[config.mk]
export PLATFORM = sky130hd
export DESIGN_NAME = fifo_access_arbiter_flat
export DESIGN_NICKNAME = d
export VERILOG_FILES = /design/src/rtl/fifo_access_arbiter_if.sv /design/src/rtl/fifo_access_arbiter.sv /design/src/flat_wrapper.sv
export SDC_FILE = /design/constraint.sdc
export NUM_CORES = 1
export LEC_CHECK = 0
export CAP_MARGIN = 40
export CORE_MARGIN = 2
export CORE_UTILIZATION = 55
export CTS_BUF_LIST = sky130_fd_sc_hd__clkbuf_16
export DETAILED_ROUTE_END_ITERATION = 10
export DONT_BUFFER_PORTS = 1
export MAX_ROUTING_LAYER = met4
export PLACE_DENSITY = 0.77
export SETUP_SLACK_MARGIN = 0.15
export SLEW_MARGIN = 20
export SYNTH_ARGS = -nofsm -noshare
export SYNTH_HDL_FRONTEND = slang
export SYNTH_SLANG_ARGS = --single-unit
[constraint.sdc]
create_clock -name CLK -period 8.5 [get_ports CLK]
set_input_delay 1.7 -clock CLK [delete_from_list [all_inputs] [get_ports CLK]]
set_output_delay 1.7 -clock CLK [all_outputs]
set_load 0.005 [all_outputs]
[src/rtl/fifo_access_arbiter_if.sv]
// rtl/fifo_access_arbiter_if.sv - requester, consumer and FIFO-side signals of fifo_access_arbiter
interface fifo_access_arbiter_if #(
  parameter int WIDTH = 8,
  parameter int DEPTH = 32
);
  localparam int LW = $clog2(DEPTH) + 1;

  logic [1:0]       Wr_Req;
  logic [WIDTH-1:0] Wr_Data0;
  logic [WIDTH-1:0] Wr_Data1;
  logic [1:0]       Wr_Gnt;
  logic             Rd_Req;
  logic             Rd_Gnt;
  logic [WIDTH-1:0] Rd_Data;
  logic             Rd_Valid;
  logic [LW-1:0]    Level;
  logic             Error;
  logic [WIDTH-1:0] FIFO_Input;
  logic             FIFO_Read_Write;
  logic             FIFO_Enable;
  logic [WIDTH-1:0] FIFO_Output;
  logic             FIFO_Empty;
  logic             FIFO_Full;

  modport master (
    input  Wr_Req, Wr_Data0, Wr_Data1, Rd_Req, FIFO_Output, FIFO_Empty, FIFO_Full,
    output Wr_Gnt, Rd_Gnt, Rd_Data, Rd_Valid, Level, Error,
           FIFO_Input, FIFO_Read_Write, FIFO_Enable
  );

  modport slave (
    output Wr_Req, Wr_Data0, Wr_Data1, Rd_Req, FIFO_Output, FIFO_Empty, FIFO_Full,
    input  Wr_Gnt, Rd_Gnt, Rd_Data, Rd_Valid, Level, Error,
           FIFO_Input, FIFO_Read_Write, FIFO_Enable
  );
endinterface

[src/rtl/fifo_access_arbiter.sv]
// rtl/fifo_access_arbiter.sv - round-robin arbiter sharing one FIFO between two writers and one reader
module fifo_access_arbiter #(
  parameter int WIDTH = 8,
  parameter int DEPTH = 32
) (
  input logic                   CLK,
  input logic                   Reset,
  fifo_access_arbiter_if.master bus
);
  localparam int LW = $clog2(DEPTH) + 1;
  localparam logic [LW-1:0] ONE      = LW'(1);
  localparam logic [LW-1:0] FULL_LVL = LW'(DEPTH);

  localparam logic [1:0] SRC_W0 = 2'd0;
  localparam logic [1:0] SRC_W1 = 2'd1;
  localparam logic [1:0] SRC_R  = 2'd2;

  logic [1:0]       last_q;
  logic [WIDTH-1:0] rd_data_q;
  logic             rd_valid_q;
  logic [LW-1:0]    level_q;
  logic             error_q;

  logic e_w0, e_w1, e_r;
  logic g_w0, g_w1, g_r;
  logic wr_gnt_any;
  logic mismatch;

  assign e_w0 = bus.Wr_Req[0] & ~bus.FIFO_Full;
  assign e_w1 = bus.Wr_Req[1] & ~bus.FIFO_Full;
  assign e_r  = bus.Rd_Req & ~bus.FIFO_Empty;

  // Search starts at the source just after the last one granted.
  always_comb begin
    g_w0 = 1'b0;
    g_w1 = 1'b0;
    g_r  = 1'b0;
    if (!Reset) begin
      case (last_q)
        SRC_W0: begin
          if (e_w1)      g_w1 = 1'b1;
          else if (e_r)  g_r  = 1'b1;
          else if (e_w0) g_w0 = 1'b1;
        end
        SRC_W1: begin
          if (e_r)       g_r  = 1'b1;
          else if (e_w0) g_w0 = 1'b1;
          else if (e_w1) g_w1 = 1'b1;
        end
        default: begin
          if (e_w0)      g_w0 = 1'b1;
          else if (e_w1) g_w1 = 1'b1;
          else if (e_r)  g_r  = 1'b1;
        end
      endcase
    end
  end

  assign wr_gnt_any = g_w0 | g_w1;
  assign mismatch   = ((level_q == '0) != bus.FIFO_Empty) ||
                      ((level_q == FULL_LVL) != bus.FIFO_Full);

  assign bus.Wr_Gnt          = {g_w1, g_w0};
  assign bus.Rd_Gnt          = g_r;
  assign bus.FIFO_Enable     = wr_gnt_any | g_r;
  assign bus.FIFO_Read_Write = wr_gnt_any;
  assign bus.FIFO_Input      = g_w0 ? bus.Wr_Data0 : (g_w1 ? bus.Wr_Data1 : '0);
  assign bus.Rd_Data         = rd_data_q;
  assign bus.Rd_Valid        = rd_valid_q;
  assign bus.Level           = level_q;
  assign bus.Error           = error_q;

  always_ff @(posedge CLK) begin
    if (Reset) begin
      last_q     <= SRC_R;
      rd_data_q  <= '0;
      rd_valid_q <= 1'b0;
      level_q    <= '0;
      error_q    <= 1'b0;
    end else begin
      if (g_w0)      last_q <= SRC_W0;
      else if (g_w1) last_q <= SRC_W1;
      else if (g_r)  last_q <= SRC_R;

      rd_valid_q <= g_r;
      if (g_r) rd_data_q <= bus.FIFO_Output;

      case ({wr_gnt_any, g_r})
        2'b10:   level_q <= level_q + ONE;
        2'b01:   level_q <= level_q - ONE;
        default: ;
      endcase

      error_q <= error_q | mismatch;
    end
  end
endmodule
[src/flat_wrapper.sv]
// flat-port wrapper written by rule: the top's interface ports become plain ports
module fifo_access_arbiter_flat 
#(
  parameter int WIDTH = 8,
  parameter int DEPTH = 32
)
  (CLK, Reset, bus_Wr_Req, bus_Wr_Data0, bus_Wr_Data1, bus_Rd_Req, bus_FIFO_Output, bus_FIFO_Empty, bus_FIFO_Full, bus_Wr_Gnt, bus_Rd_Gnt, bus_Rd_Data, bus_Rd_Valid, bus_Level, bus_Error, bus_FIFO_Input, bus_FIFO_Read_Write, bus_FIFO_Enable);
  fifo_access_arbiter_if #(.WIDTH(WIDTH), .DEPTH(DEPTH)) bus_i ();
  input logic CLK;
  input logic Reset;
  input wire logic [$bits(bus_i.Wr_Req)-1:0] bus_Wr_Req;
  input wire logic [$bits(bus_i.Wr_Data0)-1:0] bus_Wr_Data0;
  input wire logic [$bits(bus_i.Wr_Data1)-1:0] bus_Wr_Data1;
  input wire logic [$bits(bus_i.Rd_Req)-1:0] bus_Rd_Req;
  input wire logic [$bits(bus_i.FIFO_Output)-1:0] bus_FIFO_Output;
  input wire logic [$bits(bus_i.FIFO_Empty)-1:0] bus_FIFO_Empty;
  input wire logic [$bits(bus_i.FIFO_Full)-1:0] bus_FIFO_Full;
  output wire logic [$bits(bus_i.Wr_Gnt)-1:0] bus_Wr_Gnt;
  output wire logic [$bits(bus_i.Rd_Gnt)-1:0] bus_Rd_Gnt;
  output wire logic [$bits(bus_i.Rd_Data)-1:0] bus_Rd_Data;
  output wire logic [$bits(bus_i.Rd_Valid)-1:0] bus_Rd_Valid;
  output wire logic [$bits(bus_i.Level)-1:0] bus_Level;
  output wire logic [$bits(bus_i.Error)-1:0] bus_Error;
  output wire logic [$bits(bus_i.FIFO_Input)-1:0] bus_FIFO_Input;
  output wire logic [$bits(bus_i.FIFO_Read_Write)-1:0] bus_FIFO_Read_Write;
  output wire logic [$bits(bus_i.FIFO_Enable)-1:0] bus_FIFO_Enable;
  assign bus_i.Wr_Req = bus_Wr_Req;
  assign bus_i.Wr_Data0 = bus_Wr_Data0;
  assign bus_i.Wr_Data1 = bus_Wr_Data1;
  assign bus_i.Rd_Req = bus_Rd_Req;
  assign bus_i.FIFO_Output = bus_FIFO_Output;
  assign bus_i.FIFO_Empty = bus_FIFO_Empty;
  assign bus_i.FIFO_Full = bus_FIFO_Full;
  assign bus_Wr_Gnt = bus_i.Wr_Gnt;
  assign bus_Rd_Gnt = bus_i.Rd_Gnt;
  assign bus_Rd_Data = bus_i.Rd_Data;
  assign bus_Rd_Valid = bus_i.Rd_Valid;
  assign bus_Level = bus_i.Level;
  assign bus_Error = bus_i.Error;
  assign bus_FIFO_Input = bus_i.FIFO_Input;
  assign bus_FIFO_Read_Write = bus_i.FIFO_Read_Write;
  assign bus_FIFO_Enable = bus_i.FIFO_Enable;
  fifo_access_arbiter #(.WIDTH(WIDTH), .DEPTH(DEPTH)) u_core (.CLK(CLK), .Reset(Reset), .bus(bus_i));
endmodule
==> qor.csv <==
metric,value,unit
syn_area,1100,sq um
synth_edf_count,0,
die_x,48.7,um
htreeDepth,1,
power.density,189,nW/um^2
syn_avg_cell_area,9.10,sq um
area_delta_synth_final,7.73,%
swShare,0.243,
cts_hold_buf,0,
cts_setup_buffers,0,
ant_nets,0,
fin_total_pwr,0.224,mW
sequentialPowerShare,0.432,
grt.busiest_layer,met2,
cts_root_buf,clkbuf_16,
synthSimpleGateAreaFrac,0.206,
fmax,0.194,GHz
grtUsageMet1,0.234,
synth_flop_cell,dfxtp_1,
ir_worst_vdd,0.184,mV
clkSlewWorstSetupHoldPaths,0.05,ns
synthMuxAreaShare,0.101,
synthCells,121,
boundaryPins,60,
routedWlPerCell,15.4,um
drc,0,
min_period,5.16,ns
cts_resized,0,
required,6.80,ns
worstMarginPinSlew,0.687,ns
fin_worst_skew,0.00166,ns
antenna_cells,0,
path_max_fanout,11,
syn_nets,159,
netlist.area_leader.share,0.327,
hold_class,flop to flop,
cts.sinks,18,
synthAdderAreaFrac,0.0864,
gr-usage-met3,0.0556,
synth_top_family_by_area,simple AND/OR/NAND/NOR gates,
p_leak,0.532,nW
status,finished clean,
synth-seq-cells,18,
die-area,2380,sq um
gr-usage-met2,0.342,
finalCritPeriodShare,0.607,
yosys.area.top_type,dfxtp_1,
drive_gt1_frac,0.0756,
place_congestion,0.803,
synth-compound-area-share,0.193,
grt_max_degree,24,
tritoncts,done,
p_switching,0.0544,mW
first_pass_iters,4,
yosysWarnings,0,
arrival,3.46,ns
p_int,0.169,mW
antenna_found_initial,0,
worstSetupEndpointType,output port,
cap_violations,0,
grt_overflow,0,
nets,158,
synth.area.top_cells,"dfxtp_1 33%, mux2i_1 9.1%, ha_1 6.8%",
cts_buffers,3,
cp-start-kind,primary input,
relSlewSlack,0.541,
cts_max_path_buffers,2,
critPathKind,primary input to output port,
initial_core_util,0.573,
p_comb_frac,0.152,
synthXorXnorAreaFrac,0.0239,
rr_startpoint,u_core.last_q[1],
yosysUniqueCellTypes,40,
core,1920,sq um
grt.total_usage,0.204,
vias,893,
dp_hpwl,1710,um
clock_power_share,0.416,
std_cell_rows,16,
yosysSeqAreaShare,0.327,
finalSetupViolations,0,
first_iter_violations,15,
worstHoldStart,u_core.last_q[0],
first_global_vias,853,
async_flop_share,0,
die_height,48.7,um
crit_start,bus_Wr_Req[1],
io_buffer_count,0,
rsz0062_at_grt,no,
viasPerCell,6.12,
setup_tns,0,ns
holdWs,0.513,ns
clock_latency,0.25,ns
grt_pass1_wl,3710,um
reg2reg_slack,4.65,ns
hold_violations,0,
routed_wl,2240,um
final_max_slew_viol_count,0,
worst max-delay path: stages:
cell      delay, ns
or4b_1         0.19
nor4bb_1       0.43
nor2b_1        0.63
nor2_1         0.15
ha_1           0.27
inv_1          0.08
sequential cells by signal, indices dropped and copies added (netlist names):
name,flops
u_core.bus.Error,1
u_core.last_q,2
u_core.bus.Rd_Data,8
u_core.bus.Rd_Valid,1
u_core.bus.Level,6
layout by cell type, fill, tap and decap left out, drive strengths merged, types with 3 or more instances in the layout:
cell    count
dfxtp      18
nor2       19
a211oi      3
nor2b       3
a21oi       5
a22o        8
clkbuf      4
inv         5
nand2b      6
ha          6
mux2i      10
Yosys cell counts (2+ instances only):
cell type and count:
a211oi_1 3, a21o_1 2, a21oi_1 5, a22o_1 8, buf_4 3, clkbuf_1 2, dfxtp_1 18, ha_1 6
inv_1 5, mux2i_1 10, nand2_1 2, nand2b_1 6, nor2_1 19, nor2b_1 3, nor4bb_1 2, o311ai_0 2
xnor2_1 2
cell type report:
cell class                 instances  area, sq um
sequential                        18          360
inverter                           5         18.8
clock inverter                     1         3.75
clock buffer                       3         75.1
multi-input combinational         90          679
timing repair buffer               2         15.0
fill                             178          736
tap                               27         33.8
cell families (layout without fill, tap and decap cells):
kind of cell / count (synthesis) / count (layout)
AOI/OAI and AO/OA: 28 / 28
DFF: 18 / 18
and+or+nand+nor: 41 / 41
xor gates and xnor gates: 3 / 3
muxes: 11 / 11
adders and majority gates: 7 / 7
buffers and inverters: 13 / 11
metal layers:
metal / routed length (um) / part of all wire
met1: 943 / 0.42
met5: 0 / 0
met2: 1060 / 0.47
met3: 213 / 0.095
met4: 21 / 0.0094
power groups by stage:
stage | sequential, mW | combinational [mW] | clock (mW)
6_report | 0.0966 | 0.0340 | 0.0932
2_1_floorplan | 0.0968 | 0.0307 | 0
3_3_place_gp | 0.0982 | 0.0323 | 0
3_5_place_dp | 0.0984 | 0.0336 | 0
5_1_grt | 0.0974 | 0.0382 | 0.0991
4_1_cts | 0.0967 | 0.0338 | 0.0957
metrics by stage:
| step | area [sq um] | utilization | setup slack [ns] | cells |
|---|---|---|---|---|
| after global routing | 1190 | 0.617 | 3.21 | 146 |
| after CTS | 1180 | 0.613 | 3.36 | 145 |
| final | 1190 | 0.617 | 3.34 | 146 |
| after floorplan | 1100 | - | 3.79 | 121 |
| after detailed placement | 1100 | 0.572 | 3.35 | 141 |
| after global placement | 1090 | 0.568 | 3.45 | 140 |
final timing paths:
check                                      endpoint  cells past startpoint
worst max-delay path                bus_FIFO_Enable                      6
worst min-delay path               u_core.last_q[0]                      2
worst max register to register  u_core.bus.Level[5]                     10
worst min register to register     u_core.last_q[0]                      2
No activity file was read; power rests on OpenSTA's default activity.
